===== src/rtl/t03_timer_pkg.sv =====
// Shared definitions for the timer scheduler: register map, CTRL bit positions,
// bus FSM states and the per-channel register record.
package t03_timer_pkg;

  localparam int BUS_W = 32;

  localparam logic [1:0] CMP_OFS     = 2'd0;
  localparam logic [1:0] PERIOD_OFS  = 2'd1;
  localparam logic [1:0] CTRL_OFS    = 2'd2;
  localparam logic [4:0] STATUS_ADDR = 5'd16;
  localparam logic [4:0] ACTIVE_ADDR = 5'd17;

  localparam int CTRL_EN_BIT       = 0;
  localparam int CTRL_PERIODIC_BIT = 1;
  localparam int CTRL_IE_BIT       = 2;

  typedef enum logic {
    BUS_IDLE,
    BUS_RESP
  } bus_state_e;

  typedef struct packed {
    logic [BUS_W-1:0] cmp;
    logic [BUS_W-1:0] period;
    logic             en;
    logic             periodic;
    logic             ie;
  } ch_regs_t;

  function automatic logic [BUS_W-1:0] ctrl_word(input ch_regs_t r);
    logic [BUS_W-1:0] w;
    w                    = '0;
    w[CTRL_EN_BIT]       = r.en;
    w[CTRL_PERIODIC_BIT] = r.periodic;
    w[CTRL_IE_BIT]       = r.ie;
    return w;
  endfunction

endpackage


===== src/rtl/t03_timer_channel.sv =====
// One alarm channel: CMP/PERIOD/CTRL registers, wrap-safe expiry compare and
// periodic reload. Bus writes take priority over the hardware reload/disable.
module t03_timer_channel
  import t03_timer_pkg::*;
#(
  parameter int CNT_W = 32
) (
  input  logic             clk,
  input  logic             rst,
  input  logic             adv,
  input  logic [CNT_W-1:0] tick_count,
  input  logic             wr_cmp,
  input  logic             wr_period,
  input  logic             wr_ctrl,
  input  logic [BUS_W-1:0] wdata,
  output ch_regs_t         regs,
  output logic             expire
);

  ch_regs_t         regs_q, regs_d;
  logic [CNT_W-1:0] delta;
  logic [CNT_W-1:0] reload;

  // Sign bit of the modular difference tells whether the target is at or behind now.
  always_comb begin
    delta  = tick_count - regs_q.cmp[CNT_W-1:0];
    expire = adv && regs_q.en && !delta[CNT_W-1];
  end

  always_comb begin
    regs_d = regs_q;
    reload = regs_q.cmp[CNT_W-1:0] + regs_q.period[CNT_W-1:0];
    if (expire) begin
      if (regs_q.periodic && (regs_q.period[CNT_W-1:0] != '0)) begin
        regs_d.cmp = BUS_W'(reload);
      end else begin
        regs_d.en = 1'b0;
      end
    end
    if (wr_cmp) begin
      regs_d.cmp = BUS_W'(wdata[CNT_W-1:0]);
    end
    if (wr_period) begin
      regs_d.period = BUS_W'(wdata[CNT_W-1:0]);
    end
    if (wr_ctrl) begin
      regs_d.en       = wdata[CTRL_EN_BIT];
      regs_d.periodic = wdata[CTRL_PERIODIC_BIT];
      regs_d.ie       = wdata[CTRL_IE_BIT];
    end
  end

  always_ff @(posedge clk or posedge rst) begin
    if (rst) begin
      regs_q <= '0;
    end else begin
      regs_q <= regs_d;
    end
  end

  assign regs = regs_q;

endmodule


===== src/rtl/t03_timer_scheduler.sv =====
// Multi-channel alarm scheduler on the shared tick counter: register bus FSM,
// advance detect, pending STATUS and the registered interrupt priority encoder.
module t03_timer_scheduler
  import t03_timer_pkg::*;
#(
  parameter int NUM_CH = 4,
  parameter int CNT_W  = 32
) (
  input  logic             clk,
  input  logic             rst,
  input  logic [CNT_W-1:0] tick_count,
  input  logic             bus_req,
  input  logic             bus_we,
  input  logic [4:0]       bus_addr,
  input  logic [31:0]      bus_wdata,
  output logic [31:0]      bus_rdata,
  output logic             bus_ack,
  output logic             irq,
  output logic [2:0]       irq_id
);

  bus_state_e       bus_state_q, bus_state_d;
  logic [31:0]      bus_rdata_q, bus_rdata_d;
  logic [CNT_W-1:0] prev_tick_q, prev_tick_d;
  logic [NUM_CH-1:0] status_q, status_d;
  logic             irq_q, irq_d;
  logic [2:0]       irq_id_q, irq_id_d;

  logic              adv;
  logic              bus_wr;
  logic              is_status, is_active;
  logic [2:0]        ch_sel;
  logic [1:0]        reg_ofs;
  logic [31:0]       rd_value;
  logic [NUM_CH-1:0] w1c, pend;
  logic [NUM_CH-1:0] expire, ie_vec;
  logic [NUM_CH-1:0] wr_cmp, wr_period, wr_ctrl;
  ch_regs_t          regs [NUM_CH];

  assign adv       = (tick_count != prev_tick_q);
  assign bus_wr    = (bus_state_q == BUS_IDLE) && bus_req && bus_we;
  assign is_status = (bus_addr == STATUS_ADDR);
  assign is_active = (bus_addr == ACTIVE_ADDR);
  assign ch_sel    = bus_addr[4:2];
  assign reg_ofs   = bus_addr[1:0];

  // Global addresses win so channels 4..7 never alias STATUS/ACTIVE.
  for (genvar i = 0; i < NUM_CH; i++) begin : g_ch
    localparam logic [2:0] IDX = 3'(i);
    logic ch_hit;
    assign ch_hit       = bus_wr && !is_status && !is_active && (ch_sel == IDX);
    assign wr_cmp[i]    = ch_hit && (reg_ofs == CMP_OFS);
    assign wr_period[i] = ch_hit && (reg_ofs == PERIOD_OFS);
    assign wr_ctrl[i]   = ch_hit && (reg_ofs == CTRL_OFS);
    assign ie_vec[i]    = regs[i].ie;

    t03_timer_channel #(.CNT_W(CNT_W)) u_channel (
      .clk        (clk),
      .rst        (rst),
      .adv        (adv),
      .tick_count (tick_count),
      .wr_cmp     (wr_cmp[i]),
      .wr_period  (wr_period[i]),
      .wr_ctrl    (wr_ctrl[i]),
      .wdata      (bus_wdata),
      .regs       (regs[i]),
      .expire     (expire[i])
    );
  end

  always_comb begin
    rd_value = '0;
    if (is_status) begin
      rd_value = 32'(status_q);
    end else if (is_active) begin
      rd_value = {irq_q, 28'd0, irq_id_q};
    end else begin
      for (int i = 0; i < NUM_CH; i++) begin
        if (ch_sel == 3'(i)) begin
          case (reg_ofs)
            CMP_OFS:    rd_value = regs[i].cmp;
            PERIOD_OFS: rd_value = regs[i].period;
            CTRL_OFS:   rd_value = ctrl_word(regs[i]);
            default:    rd_value = '0;
          endcase
        end
      end
    end
  end

  always_comb begin
    bus_state_d = bus_state_q;
    bus_rdata_d = bus_rdata_q;
    prev_tick_d = tick_count;
    case (bus_state_q)
      BUS_IDLE: begin
        if (bus_req) begin
          bus_state_d = BUS_RESP;
          bus_rdata_d = bus_we ? '0 : rd_value;
        end
      end
      BUS_RESP: bus_state_d = BUS_IDLE;
      default:  bus_state_d = BUS_IDLE;
    endcase
  end

  // Expiry set is OR'ed after the W1C mask so a same-cycle set survives the clear.
  always_comb begin
    w1c      = (bus_wr && is_status) ? bus_wdata[NUM_CH-1:0] : '0;
    status_d = (status_q & ~w1c) | expire;
    pend     = status_q & ie_vec;
    irq_d    = |pend;
    irq_id_d = '0;
    for (int i = NUM_CH - 1; i >= 0; i--) begin
      if (pend[i]) irq_id_d = 3'(i);
    end
  end

  always_ff @(posedge clk or posedge rst) begin
    if (rst) begin
      bus_state_q <= BUS_IDLE;
      bus_rdata_q <= '0;
      prev_tick_q <= '0;
      status_q    <= '0;
      irq_q       <= 1'b0;
      irq_id_q    <= '0;
    end else begin
      bus_state_q <= bus_state_d;
      bus_rdata_q <= bus_rdata_d;
      prev_tick_q <= prev_tick_d;
      status_q    <= status_d;
      irq_q       <= irq_d;
      irq_id_q    <= irq_id_d;
    end
  end

  assign bus_ack   = (bus_state_q == BUS_RESP);
  assign bus_rdata = bus_rdata_q;
  assign irq       = irq_q;
  assign irq_id    = irq_id_q;

endmodule


===== config.mk =====
export PLATFORM = sky130hd
export DESIGN_NAME = t03_timer_scheduler
export DESIGN_NICKNAME = d
export VERILOG_FILES = /design/src/rtl/t03_timer_pkg.sv /design/src/rtl/t03_timer_channel.sv /design/src/rtl/t03_timer_scheduler.sv
export SDC_FILE = /design/constraint.sdc
export NUM_CORES = 1
export LEC_CHECK = 0
export CORE_ASPECT_RATIO = 0.9
export CORE_UTILIZATION = 65
export DETAILED_ROUTE_END_ITERATION = 8
export GPL_TIMING_DRIVEN = 0
export HOLD_SLACK_MARGIN = 0.12
export PLACE_DENSITY = 0.95
export SETUP_SLACK_MARGIN = 0.15
export SYNTH_ARGS = -nofsm -noshare
export SYNTH_HDL_FRONTEND = slang
export SYNTH_SLANG_ARGS = --single-unit

===== constraint.sdc =====
create_clock -name clk -period 32.5 [get_ports clk]
set_clock_uncertainty 0.2 [all_clocks]
set_input_delay 9.75 -clock clk [delete_from_list [all_inputs] [get_ports clk]]
set_output_delay 9.75 -clock clk [all_outputs]
set_load 0.01 [all_outputs]

Word-level counts from Yosys, hierarchy flattened
Index checks and enable logic that the tools add are counted.

$add $sub $neg: 8. Equal/unequal tests: 12. Multiplexer cells: 42. Bitwise gates (word level): 5. Reduce and logical (&&, ||, !) cells: 67.

Operator list (count): two-way mux 32 bit (19); case mux 32 bit (3 select lines) (4); adder 32 bit (4); nonzero test 32 bit (4); subtractor 32 bit (4); logical AND 1 bit (33); != test 32 bit (1); nonzero test 2 bit (12); two-way mux 3 bit (7); AND reduction 2 bit (9); == test 5 bit, second input constant (2); two-way mux 1 bit (9); bitwise AND 4 bit (2); != test 2 x 1 -> 1 bit, second input constant (4); == test 3 x 2 -> 1 bit, second input constant (2); zero test 1 bit (6); two-way mux 4 bit (1); NOT 4 bit (1); OR 4 bit (1); OR reduction 4 bit (1); == test 3 x 1 -> 1 bit, second input constant (1); zero test 3 bit (1); == test 2 x 1 -> 1 bit, second input constant (1); == test 2 bit, second input constant (1); other kinds (4) (4).

Register bits: 341. Input port bits: 73. Output and inout port bits: 37. Logic and storage cells: 160.

Longest topological paths before layout
Gate-level depths: netlist of the first run.

Depth after elaboration: 9. Depth in mapped cells: 15. Mapped depth without buffers: 13.

Modules after synthesis
From an unflattened synthesis of the first run, not the netlist that was laid out.

Cell total of the unflattened synthesis: 2779. Area total of the unflattened synthesis: 25986.2 sq um.

Modules (own cells, without submodules): t03_timer_channel (g_ch[1].u_channel ...) (times used 2, cells each 572, area an instance 5213.8 sq um, seq. area each 1676.6 sq um); t03_timer_channel (g_ch[3].u_channel) (times used 1, cells each 567, area an instance 5282.6 sq um, seq. area each 1676.6 sq um); t03_timer_scheduler (times used 1, cells each 502, area an instance 5200.0 sq um, seq. area each 1801.7 sq um); t03_timer_channel (g_ch[0].u_channel) (times used 1, cells each 566, area an instance 5076.1 sq um, seq. area each 1676.6 sq um).

Worst setup path before layout of the first run
OpenSTA, ideal clock, no wires.

Path kind: input-to-reg. Start point: in tick_count[24]. End point: reg g_ch[1].u_channel.regs_q (netlist bit g_ch[1].u_channel.regs[61]). Library setup time: 0.076 ns. Arrival: 12.156 ns. Data required time: 32.224 ns. Slack: 20.067 ns. Stages on the path: 13. Buffers on the path: 2. Cell sequence: ha_1 a21o_1 a21o_1 a21o_1 a21oi_1 o221ai_1 a21o_1 or3_1 buf_2 nand2_1 buf_2 mux2_1 o21ai_1.

Longest elaborated chain between the ends: 5. Elaborated cells between the ends (all ways): 7. Classes of those cells: 1 x add/sub; 1 x eq/ne; 5 x reduce/logical.

Ends and longest elaborated chain: from (decl) (RTL line t03_timer_scheduler.sv:11) `input logic [CNT_W-1:0] tick_count,`; subtractor 32 bit or != test 32 bit (tied branches) (RTL line t03_timer_channel.sv:26, t03_timer_scheduler.sv:40); zero test 1 bit or logical AND 1 bit (tied branches) (RTL line t03_timer_channel.sv:27) `expire = adv && regs_q.en && !delta[CNT_W-1];`; logical AND 1 bit * (RTL line t03_timer_channel.sv:27); nonzero test 2 bit (no source line) *; AND reduction 2 bit (no source line) *; to (signal assigned) (RTL line t03_timer_channel.sv:57) `regs_q <= regs_d;`; to (decl) (RTL line t03_timer_channel.sv:20) `ch_regs_t regs_q, regs_d;`.

Every way passes the cells marked *; elsewhere a longest branch is shown, timed or not. A chain may end at the register's enable or synchronous reset.

Worst setup path after layout of the first run
Start point: in tick_count[16]. End point: reg g_ch[0].u_channel.regs_q (netlist bit g_ch[0].u_channel.regs[48]).

Longest elaborated chain between the ends: 5. Elaborated cells between the ends (all ways): 7. Classes of those cells: 1 x add/sub; 1 x eq/ne; 5 x reduce/logical.

Ends and longest elaborated chain (RTL line): subtractor 32 bit or != test 32 bit (tied branches) (t03_timer_channel.sv:26, t03_timer_scheduler.sv:40); zero test 1 bit or logical AND 1 bit (tied branches) (t03_timer_channel.sv:27); logical AND 1 bit * (t03_timer_channel.sv:27); nonzero test 2 bit (no source line) *; AND reduction 2 bit (no source line) *; to (signal assigned) (t03_timer_channel.sv:57); to (decl) (t03_timer_channel.sv:20).

Marks and branches as above.

==> impl_metrics.env, run 1 <==
export IMPL_end_kind="register"
export IMPL_avgSynthCellArea_um2=9.070
export IMPL_rsz0062_at_grt="false"
export IMPL_finalSetupViolCount=0
export IMPL_ys_flop_type="dfrtp_1"
export IMPL_first_pass_iters=6
export IMPL_cts_tree="yes"
export IMPL_slew_viol_final=0
export IMPL_synth_seq_area_share=0.3337
export IMPL_place_congestion=1.074
export IMPL_required_ps=32750
export IMPL_ys_async_sr_fraction=1.000
export IMPL_status="completed"
export IMPL_die_y_um=189.9
export IMPL_cts_made_buffers=38
export IMPL_drtIter0Drc=2989
export IMPL_period_minus_slack_ps=14250
export IMPL_grt_max_degree=131
export IMPL_hold_path_class="register to register"
export IMPL_arrival_ps=14500
export IMPL_crit_start="tick_count[16]"
export IMPL_start_util=0.6615
export IMPL_wl_met2_mm=41.80
export IMPL_final_cells=3514
export IMPL_cts_root_buf="clkbuf_16"
export IMPL_clock_latency_ps=550
export IMPL_r2r_start="g_ch[0].u_channel.regs[55]"
export IMPL_num_rows=68
export IMPL_synth_seq_cells=340
export IMPL_synthesis_nets=3132
export IMPL_routed_via_density=6.996
export IMPL_finalSetupTns_ps=0
export IMPL_wl_met3_mm=13.65
export IMPL_syn_inst=2811
export IMPL_gr_usage_all_layers=0.4932
export IMPL_wl_mm=99.15
export IMPL_critPathKind="input port to register"
export IMPL_reg2reg_to="g_ch[0].u_channel.regs[48]"
export IMPL_grt_overflow=0
export IMPL_num_vias=24580
export IMPL_cts_resized=0
export IMPL_place_inst=3443
export IMPL_final_common_cell="dfrtp_1"
export IMPL_final_cell_mix="340 x dfrtp_1, 255 x o21ai_0, 244 x ha_1"
export IMPL_cp_start_kind="input port"
export IMPL_nNetsFinal=3280
export IMPL_drc_errors=0
export IMPL_min_period_over_period=0.4385
export IMPL_ioPinCount=110
export IMPL_post_cts_buffers=0
export IMPL_die_w_um=210.8
export IMPL_slew_limit_headroom=0.03530
export IMPL_dp_hpwl_mm=77.68
export IMPL_drive_above_1_share=0.08498
export IMPL_ant_nets=0
export IMPL_grt_pass1_vias=23940
export IMPL_dieArea_um2=40020
export IMPL_cts_reportedPaths_clkPinSlew_ps=60
export IMPL_yosys_warnings=0
export IMPL_cts_num_sinks=340
export IMPL_antenna_found_initial=5
export IMPL_h_tree_depth=2
export IMPL_fmax_mhz=70.18
export IMPL_synth_cell_type_count=77
export IMPL_highest_signal_layer="met5"
export IMPL_cts_hold_fix_buffers=0
export IMPL_wl_met1_mm=37.15
export IMPL_core_um2=38540
export IMPL_r2r_setup_slack_ps=27810
export IMPL_clk_path_buf_depth=3
export IMPL_synth_edff_count=0
export IMPL_reg2regPathDepth=12
export IMPL_io_buffers=105
export IMPL_cap_violations=0
export IMPL_syn2layout_area_growth_pct=12.51
export IMPL_tightest_slew_ps=1447
export IMPL_hold_violations=0
export IMPL_n_antenna_cell=0
export IMPL_wl_per_cell_um=28.22
export IMPL_crit_fanout=10
export IMPL_powerDensity_nw_per_um2=51.83
export IMPL_grt_pass1_wl_mm=144.9
export IMPL_synth_area_um2=25500
export IMPL_power_leakage_nw=13.01
export IMPL_vdd_drop_max_uv=43.55
export IMPL_cp_endpoint="g_ch[0].u_channel.regs[48]"
[per-layer routing]
layer,global-route usage,vias to the layer above
met5,0,-
met4,0.2868,4
met3,0.1469,371
met2,0.7367,1740
met1,0.6364,11870
li1,-,10600
[cells by family (layout without fill, tap and decap cells)]
| kind of cell | count (synthesis) | after routing | share of synthesized area |
|---|---|---|---|
| buffers and inverters | 294 | 472 | 0.04427 |
| AO/OA/AOI/OAI | 847 | 847 | 0.2082 |
| adder cells (fa/ha/maj) | 248 | 248 | 0.1229 |
| multiplexers | 267 | 267 | 0.1191 |
| XOR/XNOR | 136 | 136 | 0.04672 |
| flip-flops | 340 | 340 | 0.3337 |
| other | 1 | 1 | 0.0001471 |
| AND/OR/NAND/NOR | 678 | 678 | 0.1250 |
[registers in the layout, indices dropped and copies added (netlist names)]
signal / count
g_ch.u_channel.regs: 268
bus_rdata: 32
prev_tick_q: 32
status_q: 4
irq_id: 2
bus_ack: 1
irq: 1
[cell usage after synthesis, types with 9 or more instances]
master	number	area, um^2
a32o_1	14	140.1
inv_1	171	641.9
a211oi_1	26	195.2
xor2_1	38	332.8
o211ai_1	18	135.1
a31oi_1	22	137.6
nor2b_1	23	143.9
o21a_1	35	262.8
o21ai_0	255	1276
xnor2_1	98	858.3
buf_1	18	67.56
nor4_1	45	281.5
a222oi_1	10	100.1
clkbuf_1	91	341.6
buf_2	11	55.05
o31a_1	9	78.83
o31ai_1	17	127.6
mux2i_1	112	1121
a21oi_1	222	1111
nand2b_1	29	181.4
dfrtp_1	340	8508
mux4_2	15	337.8
and2_1	9	56.30
mux2_2	139	1565
a21o_1	97	728.2
o21bai_1	16	120.1
or3_1	13	81.33
nor3_1	26	130.1
a22oi_1	16	120.1
nand3_1	52	260.3
and3_1	18	112.6
nand2_1	241	904.6
ha_1	244	3053
nor2_1	156	585.6
a22o_1	16	140.1
nand4_1	42	262.8
[through the flow]
step	power (mW)	worst slack [ps]	hold WS (ps)	util	instance area, um^2
finish	1.487	18250	294.6	0.7443	28690
global route	1.537	18210	317.7	0.7443	28690
CTS	1.460	18480	294.0	0.7441	28680
detailed placement	0.9739	18000	279.4	0.7074	27270
global placement	0.9516	9123	267.5	0.7058	27200
floorplan	0.8220	13130	262.0	-	25500
[power breakdown]
| part | switching [mW] | leakage (nW) | internal (mW) | total (mW) |
|---|---|---|---|---|
| logic | 0.260 | 7.85 | 0.184 | 0.444 |
| clock network | 0.193 | 0.692 | 0.299 | 0.492 |
| registers | 0.0782 | 4.47 | 0.473 | 0.551 |
| total | 0.531 | 13.0 | 0.956 | 1.49 |
[worst min path at each step]
| stage | startpoint | end | slack (ps) | cells after the start |
|---|---|---|---|---|
| floorplan | status_q[0] | irq_id[0] | 260 | 1 |
| global placement | bus_rdata[31] | bus_rdata[31] | 270 | 2 |
| detailed placement | bus_rdata[25] | bus_rdata[25] | 280 | 2 |
| CTS | bus_rdata[25] | bus_rdata[25] | 290 | 2 |
| global route | bus_rdata[25] | bus_rdata[25] | 320 | 2 |
| finish | bus_rdata[24] | bus_rdata[24] | 290 | 2 |
[critical path: stages]
cell             delay (ps)
clkdlybuf4s50_1         830
ha_1                    350
a21o_1                  160
a21o_1                  170
a21oi_1                 240
o221ai_1                190
a211oi_1                590
o31ai_1                 280
mux2i_1                 610
clkbuf_1                440
buf_1                   510
a21oi_1                 140
o21ai_0                 210
[final cells by class]
class                   count  area (um^2)
flip-flops and latches    340         8508
multi-input cells        2177        15860
well taps                 525        656.9
inverters                 172        653.1
clock inverters            16        246.5
repair buffers            108         1114
fillers                  2792         9857
clock buffers              54         1165
plain buffers             122        483.0
No activity file was read; power rests on OpenSTA's default activity.
==> run 2, diff against run 1 <==
--- a/config.mk
+++ b/config.mk
@@ -6,11 +6,11 @@
 export NUM_CORES = 1
 export LEC_CHECK = 0
 export CORE_ASPECT_RATIO = 0.9
-export CORE_UTILIZATION = 65
+export CORE_UTILIZATION = 63
 export DETAILED_ROUTE_END_ITERATION = 8
 export GPL_TIMING_DRIVEN = 0
 export HOLD_SLACK_MARGIN = 0.12
-export PLACE_DENSITY = 0.95
+export PLACE_DENSITY = 0.92
 export SETUP_SLACK_MARGIN = 0.15
 export SYNTH_ARGS = -nofsm -noshare
 export SYNTH_HDL_FRONTEND = slang
==> constraint.sdc (replaced) <==
create_clock -name clk -period 14.71 [get_ports clk]
set_clock_uncertainty 0.2 [all_clocks]
set_input_delay 4.413 -clock clk [delete_from_list [all_inputs] [get_ports clk]]
set_output_delay 4.413 -clock clk [all_outputs]
set_load 0.01 [all_outputs]
==> impl_metrics.env, run 2 (synthesized netlist as in run 1, its figures left out) <==
export IMPL_grt_pass1_wl_mm=145.1
export IMPL_cts_tree="yes"
export IMPL_tightest_slew_ps=1299
export IMPL_fmax_mhz=110.0
export IMPL_slew_limit_headroom=0.1338
export IMPL_dp_hpwl_mm=77.76
export IMPL_ioPinCount=110
export IMPL_cts_root_buf="clkbuf_16"
export IMPL_place_congestion=1.062
export IMPL_clock_latency_ps=570
export IMPL_first_pass_iters=9
export IMPL_num_vias=24460
export IMPL_hold_path_class="register to register"
export IMPL_slew_viol_final=0
export IMPL_cts_reportedPaths_clkPinSlew_ps=60
export IMPL_die_y_um=192.8
export IMPL_final_common_cell="dfrtp_1"
export IMPL_vdd_drop_max_uv=117.8
export IMPL_ant_nets=0
export IMPL_crit_family="buffers and inverters"
export IMPL_cts_resized=0
export IMPL_postLayoutCoreUtil=0.7192
export IMPL_io_buffers=105
export IMPL_place_inst=3450
export IMPL_min_period_over_period=0.6179
export IMPL_final_cell_mix="340 x dfrtp_1, 255 x o21ai_0, 244 x ha_1"
export IMPL_critPathKind="input port to register"
export IMPL_drive_above_1_share=0.08308
export IMPL_num_rows=69
export IMPL_path_buf_inv=3
export IMPL_cts_made_buffers=39
export IMPL_rsz0062_at_grt="false"
export IMPL_core_um2=39710
export IMPL_grt_pass1_vias=23580
export IMPL_largest_register_ff_count=268
export IMPL_wl_per_cell_um=28.13
export IMPL_drtIter0Drc=3553
export IMPL_finalSetupViolCount=0
export IMPL_syn2layout_area_growth_pct=12.02
export IMPL_routed_via_density=6.946
export IMPL_die_w_um=214.1
export IMPL_end_kind="register"
export IMPL_cts_hold_fix_buffers=0
export IMPL_antenna_found_initial=5
export IMPL_final_cells=3521
export IMPL_post_cts_buffers=0
export IMPL_critPathMostFrequentCell="o21ai_0"
export IMPL_required_ps=14990
export IMPL_nNetsFinal=3280
export IMPL_h_tree_depth=2
export IMPL_drc_errors=0
export IMPL_wl_mm=99.04
export IMPL_cts_num_sinks=340
export IMPL_wl_met1_mm=37.23
export IMPL_max_stage_delay_ps=730
export IMPL_status="completed"
export IMPL_period_minus_slack_ps=9089
export IMPL_cap_violations=0
export IMPL_wl_met2_mm=42.34
export IMPL_power_leakage_nw=12.94
export IMPL_crit_chain="clkdlybuf4s50_1 -> ha_1 -> and3_1 -> nand3_1 -> nor4_1 -> o21ai_0 -> o31ai_1 -> mux2i_1 -> clkbuf_1 -> buf_1 -> a21oi_1 -> o21ai_0"
export IMPL_hold_violations=0
export IMPL_powerDensity_nw_per_um2=112.0
export IMPL_gr_usage_all_layers=0.4766
export IMPL_crit_fanout=10
export IMPL_arrival_ps=9370
export IMPL_cp_start_kind="input port"
export IMPL_clk_path_buf_depth=3
export IMPL_crit_slowest_cell="clkdlybuf4s50_1"
export IMPL_grt_overflow=0
export IMPL_highest_signal_layer="met5"
export IMPL_grt_max_degree=132
export IMPL_wl_met3_mm=13.94
export IMPL_dieArea_um2=41280
export IMPL_start_util=0.6420
-- run 2: worst reg2reg max path: stages (launching register included) --
cell and delay, ps:
dfrtp_1 470, inv_1 80, ha_1 300, and3_1 160
nand3_1 100, nor4_1 720, o21ai_0 230, o31ai_1 600
mux2i_1 700, clkbuf_1 490, buf_1 450, a21oi_1 140
o21ai_0 170
-- run 2: cell type report --
cell class | instances | area [um^2]
multi-input cells | 2177 | 15860
fillers | 3033 | 11150
flip-flops and latches | 340 | 8508
clock buffers | 56 | 1162
repair buffers | 107 | 1106
well taps | 532 | 665.6
inverters | 172 | 653.1
plain buffers | 122 | 483.0
clock inverters | 11 | 107.6
diodes | 4 | 10.01
-- run 2: path summary, 6_finish.rpt --
kind,startpoint,endpoint,slack (ps),cells after the start
setup / recovery,tick_count[23],g_ch[0].u_channel.regs[46],5620,12
hold / removal,bus_rdata[7],bus_rdata[7],300,2
setup reg to reg,g_ch[0].u_channel.regs[55],g_ch[0].u_channel.regs[46],9820,12
hold reg to reg,bus_rdata[7],bus_rdata[7],300,2
max in group asynchronous,rst,g_ch[1].u_channel.regs[25],9020,3
min in group asynchronous,rst,g_ch[3].u_channel.regs[35],4140,2
-- run 2: where the power goes --
group          internal (mW)  total [mW]  switching, mW  leakage [nW]
registers               1.05        1.22          0.179          4.47
clock network          0.582       0.999          0.417         0.631
logic                  0.406       0.976          0.570          7.84
total                   2.03        3.20           1.17          12.9
-- run 2: stage by stage --
step	area (um^2)	setup slack (ps)	total power, mW	setup TNS, ps	hold slack (ps)
after floorplan	25500	673.7	1.816	0	262.0
after detailed placement	27280	5244	2.155	0	288.2
after global routing	28550	5489	3.312	0	313.6
after global placement	27210	-3245	2.111	-1089890	275.7
after CTS	28550	5813	3.144	0	301.5
final	28560	5621	3.199	0	295.5
-- run 2: per-layer routing --
| metal | track usage | vias to the layer above |
|---|---|---|
| li1 | - | 10590 |
| met1 | 0.6192 | 11820 |
| met2 | 0.7304 | 1697 |
| met3 | 0.1311 | 346 |
| met4 | 0.2459 | 2 |
| met5 | 0 | - |
